==> src/rtl/alu_sequencer.sv <==
// Issue/writeback sequencer in front of the 8-bit ALU, with an 8 x 8-bit register file.
// Optional divide-by-zero trap enabled by defining ALU_SEQ_DIV0_TRAP_EN.
module alu_sequencer #(
  parameter int         REG_COUNT    = 8,
  parameter logic [3:0] LOADI_OPCODE = 4'b1111
) (
  input  logic        clk,
  input  logic        rst_n,
  input  logic        instr_valid,
  output logic        instr_ready,
  input  logic [15:0] instr,
  output logic [7:0]  alu_a,
  output logic [7:0]  alu_b,
  output logic [3:0]  alu_operation,
  output logic        alu_do_operation,
  input  logic [7:0]  alu_result,
  output logic        wb_valid,
  output logic [2:0]  wb_addr,
  output logic [7:0]  wb_data,
  input  logic [2:0]  dbg_addr,
  output logic [7:0]  dbg_data,
  output logic        err_div0
);

  typedef enum logic [1:0] {IDLE = 2'd0, ISSUE = 2'd1, WB = 2'd2} state_t;

  state_t      state;
  logic [7:0]  rf [REG_COUNT];
  logic [2:0]  rd;
  logic [7:0]  imm;
  logic        load_imm;
  logic [7:0]  wb_value;

  logic [3:0]  opcode;
  logic [2:0]  rd_sel;
  logic [2:0]  ra_sel;
  logic [2:0]  rb_sel;

  assign opcode = instr[15:12];
  assign rd_sel = instr[11:9];
  assign ra_sel = instr[8:6];
  assign rb_sel = instr[5:3];

  assign instr_ready = (state == IDLE) && rst_n;
  assign dbg_data    = rf[dbg_addr];

`ifdef ALU_SEQ_DIV0_TRAP_EN
  localparam logic [3:0] DIV_OPCODE = 4'b0011;
  logic div_trap;
  logic trap_now;
  logic err_flag;

  // A divide whose divisor register is zero is trapped at accept time.
  always_comb begin
    trap_now = 1'b0;
    if ((opcode == DIV_OPCODE) && (rf[rb_sel] == 8'h00)) begin
      trap_now = 1'b1;
    end else begin
      trap_now = 1'b0;
    end
  end

  assign err_div0 = err_flag;
`else
  assign err_div0 = 1'b0;
`endif

  // Writeback value: immediate, trap pattern, or the ALU's registered result.
  always_comb begin
    wb_value = alu_result;
    if (load_imm) begin
      wb_value = imm;
`ifdef ALU_SEQ_DIV0_TRAP_EN
    end else if (div_trap) begin
      wb_value = 8'hFF;
`endif
    end else begin
      wb_value = alu_result;
    end
  end

  // Writeback port is only active in the WB state.
  always_comb begin
    if (state == WB) begin
      wb_valid = 1'b1;
      wb_addr  = rd;
      wb_data  = wb_value;
    end else begin
      wb_valid = 1'b0;
      wb_addr  = 3'd0;
      wb_data  = 8'h00;
    end
  end

  // Sequencer FSM, register file and registered ALU drive.
  always_ff @(posedge clk) begin
    if (!rst_n) begin
      state            <= IDLE;
      rd               <= 3'd0;
      imm              <= 8'h00;
      load_imm         <= 1'b0;
      alu_a            <= 8'h00;
      alu_b            <= 8'h00;
      alu_operation    <= 4'h0;
      alu_do_operation <= 1'b0;
      for (int i = 0; i < REG_COUNT; i++) begin
        rf[i] <= 8'h00;
      end
`ifdef ALU_SEQ_DIV0_TRAP_EN
      div_trap         <= 1'b0;
      err_flag         <= 1'b0;
`endif
    end else begin
      case (state)
        IDLE: begin
          if (instr_valid) begin
            rd  <= rd_sel;
            imm <= instr[7:0];
            if (opcode == LOADI_OPCODE) begin
              load_imm <= 1'b1;
`ifdef ALU_SEQ_DIV0_TRAP_EN
              div_trap <= 1'b0;
`endif
              state    <= WB;
            end else begin
              load_imm      <= 1'b0;
              alu_a         <= rf[ra_sel];
              alu_b         <= rf[rb_sel];
              alu_operation <= opcode;
`ifdef ALU_SEQ_DIV0_TRAP_EN
              div_trap         <= trap_now;
              alu_do_operation <= !trap_now;
`else
              alu_do_operation <= 1'b1;
`endif
              state         <= ISSUE;
            end
          end else begin
            state <= IDLE;
          end
        end
        ISSUE: begin
          alu_do_operation <= 1'b0;
          state            <= WB;
        end
        WB: begin
          rf[rd] <= wb_value;
`ifdef ALU_SEQ_DIV0_TRAP_EN
          if (div_trap) begin
            err_flag <= 1'b1;
          end else begin
            err_flag <= err_flag;
          end
`endif
          state <= IDLE;
        end
        default: begin
          alu_do_operation <= 1'b0;
          state            <= IDLE;
        end
      endcase
    end
  end

endmodule
==> config.mk <==
export PLATFORM = sky130hd
export DESIGN_NAME = alu_sequencer
export DESIGN_NICKNAME = d
export VERILOG_FILES = /design/src/rtl/alu_sequencer.sv
export SDC_FILE = /design/constraint.sdc
export NUM_CORES = 1
export LEC_CHECK = 0
export BUFFER_PORTS_ARGS = -buffer_cell sky130_fd_sc_hd__buf_4
export CAP_MARGIN = 20
export CORE_ASPECT_RATIO = 0.75
export CORE_MARGIN = 3
export CORE_UTILIZATION = 45
export CTS_CLUSTER_DIAMETER = 80
export CTS_CLUSTER_SIZE = 25
export DETAILED_ROUTE_END_ITERATION = 8
export PLACE_DENSITY = 0.65
export SLEW_MARGIN = 30
export SYNTH_ARGS = -nofsm -noshare
export SYNTH_HDL_FRONTEND = slang
export SYNTH_SLANG_ARGS = --single-unit
==> constraint.sdc <==
create_clock -name clk -period 3.9 [get_ports clk]
set_input_delay 0.78 -clock clk [delete_from_list [all_inputs] [get_ports clk]]
set_output_delay 0.78 -clock clk [all_outputs]
set_load 0.05 [all_outputs]
==> results_dict.tcl <==
set metrics [dict create \
    status "completed" \
    gp_congestion 0.788 \
    crit_path_end_kind "output pin" \
    drtIter0Drc 312 \
    grt_pass1_vias 3482 \
    critical_path_class "in2out" \
    antenna_found_initial 0 \
    dpl.hpwl_mm 9.21 \
    hold_violations 0 \
    cts_root_buf "clkbuf_16" \
    synth_top_area_share_pct 38.2 \
    grt_max_degree 23 \
    use_met2_pct 33.3 \
    holdPathStages 2 \
    die_h_um 97.6 \
    hp-class "reg2reg" \
    post_cts_buffers 0 \
    hp-start "imm[1]" \
    synth_nets 408 \
    whs_endpoint "imm[1]" \
    cts.sinks 99 \
    vias_per_cell 6.09 \
    ys_warn_count 0 \
    synth_seq_area_share_pct 52.1 \
    core_um2 10600 \
    port_buffers 71 \
    path_clk_slew_ns 0.07 \
    setup_viol 0 \
    slew_headroom_pct 41.1 \
    n_fill_cell 875 \
    drt_wl_total_mm 13.3 \
    grt_pass1_wl_mm 20.7 \
    grt_use_total_pct 22.2 \
    ant_nets 0 \
    synthTopCellsByArea "edfxtp_1, mux4_2, dfxtp_1, nor2_1, mux2i_1" \
    syn_to_final_growth_pct 17.9 \
    drive_gt1_share_pct 34.0 \
    cts_hold_buf 0 \
    max-vdd-ir-drop_v 0.000274 \
    critPathBufInv 2 \
    fmax_mhz 344 \
    p_per_area_nw_per_um2 427 \
    tightest_slew_ns 0.859 \
    cpMaxStageDelayCell "mux4_2" \
    first_pass_iters 5 \
    cts_resized 0 \
    total_power_mw 2.54 \
    start_util_pct 47.5 \
    worstPathArrival_ns 2.13 \
    global_route.usage.met1_pct 32.6 \
    fin_tns_setup_ns 0 \
    wl_per_cell_um 23.1 \
    top_usage_layer "met2" \
    dieArea_um2 12500 \
    drcViolationCount 0 \
    overflow 0 \
    rows 32 \
    multi_input_area_um2 2260 \
    r2r-start "state[0]" \
    htreeDepth 3 \
    cp_max_fo 16 \
    synthCells 378 \
    synth_area_um2 5040 \
    io_pins 73 \
    synth_top_area_cell "edfxtp_1" \
    period_needed_ns 2.91 \
    worstReg2RegEnd "rf[2][4]" \
    slowest_delay_ns 0.56 \
    start_kind "primary input" \
    rsz0062_at_grt "false" \
    cts_buffer_depth 2 \
    grt_use_met3_pct 6.10 \
    cts-buffers-inserted 9 \
    antenna_cells 0 \
    crit_chain "buf_4 > mux4_2 > mux2_2 > buf_4" \
    drv_cap 0 \
    period_share_pct 74.6 \
    slew_violations 0 \
    die_x_um 128 \
    critical-path-top-delay-family "multiplexers" \
    register_area_um2 2620 \
    cp.required_ns 3.12 \
    ff2ff_setup_slack_ns 1.43 \
    fin_skew_ns 0.00622 \
    synth-seq-cells 99 \
    cp_common_cell "buf_4" \
    synth_cell_types 33 \
    clkLatencyLatePin_ns 0.35 \
    cts_tree "yes" \
    worst-r2r-cell-count 3 \
    vias 3495 \
    leakagePower_nw 2.31 \
    final_nets 463 \
    syn_avg_cell_area_um2 13.3 \
]
-- worst reg2reg max path, delay by kind of cell (launching register included) --
kind             cells  cell delay (ns)
and+or+nand+nor      3             1.73
DFF                  1             0.39
-- routing by layer --
layer | vias up | wire length, um
met5 | - | 0
met4 | 0 | 130
met3 | 14 | 1200
met2 | 160 | 6100
met1 | 1771 | 5830
li1 | 1550 | -
-- report_power, final --
part / leakage, nW / switching [mW] / internal (mW)
Clock: 0.156 / 0.388 / 0.534
Combinational: 1.21 / 0.254 / 0.161
Sequential: 0.950 / 0.0374 / 1.16
-- layout by cell type (no fill, tap or decap), types with 2 or more instances in the layout --
master,n
a21oi_1,13
and2_1,2
buf_4,75
clkbuf_16,9
clkbuf_8,2
clkinv_4,3
dfxtp_1,35
edfxtp_1,64
inv_1,3
mux2_2,9
mux2i_1,23
mux4_1,6
mux4_2,42
nand2_1,36
nand2b_1,2
nand4_1,3
nand4b_1,2
nor2_1,75
nor3b_1,2
o221a_2,4
o2bb2ai_1,15
-- worst max path at each step --
stage / from / slack, ns / depth (start not counted) / end
finish: dbg_addr[0] / 0.99 / 4 / dbg_data[6]
global route: dbg_addr[0] / 0.93 / 4 / dbg_data[6]
floorplan: dbg_addr[0] / 1.00 / 4 / dbg_data[0]
detailed placement: dbg_addr[0] / 1.0 / 4 / dbg_data[6]
global placement: dbg_addr[0] / 1.01 / 4 / dbg_data[6]
CTS: dbg_addr[0] / 0.98 / 4 / dbg_data[6]
-- synth_stat cells --
cell / count
a21oi_1: 14
a22o_1: 1
and2_1: 2
and3b_1: 1
and4_1: 1
buf_1: 6
buf_2: 10
buf_4: 3
buf_6: 1
clkbuf_1: 10
clkbuf_2: 1
conb_1: 1
dfxtp_1: 35
edfxtp_1: 64
inv_1: 3
mux2_2: 9
mux2i_1: 23
mux4_1: 6
mux4_2: 42
nand2_1: 36
nand2b_1: 2
nand3_1: 1
nand3b_1: 1
nand4_1: 3
nand4b_1: 2
nor2_1: 75
nor3b_1: 2
nor3b_2: 1
o221a_2: 4
o2bb2ai_1: 15
or3b_1: 1
or3b_2: 1
or4_1: 1
-- through the flow --
| step | area [um^2] | util, % | instances | hold WS (ns) | setup WS, ns |
|---|---|---|---|---|---|
| 3_3_place_gp | 5620 | 53.0 | 558 | 0.442 | 1.01 |
| 6_report | 5940 | 56.0 | 574 | 0.455 | 0.990 |
| 4_1_cts | 5940 | 56.0 | 574 | 0.457 | 0.976 |
| 3_5_place_dp | 5630 | 53.0 | 558 | 0.448 | 0.998 |
| 2_1_floorplan | 5040 | - | 378 | 0.436 | 1.00 |
| 5_1_grt | 5940 | 56.0 | 574 | 0.469 | 0.928 |
-- state kept, by name, summed over array words and instances (netlist names) --
register	count
alu_a	8
alu_b	8
alu_do_operation	1
alu_operation	4
imm	8
load_imm	1
rd	3
rf	64
state	2
-- final cells by class --
class	instances	share of cell area, %
Clock inverter	5	1.03
Inverter	3	0.190
Sequential cell	99	44.2
Tap cell	136	2.86
Clock buffer	11	4.26
Multi-Input combinational cell	245	38.0
Timing Repair Buffer	75	9.48
-- kinds of logic after synthesis --
logic type / share of synthesized area [%]
compound gates: 5.07
flops: 52.1
other cells: 0.0744
simple gates: 11.1
buf+inv: 3.18
mux: 28.5
No activity file was read; power rests on OpenSTA's default activity.
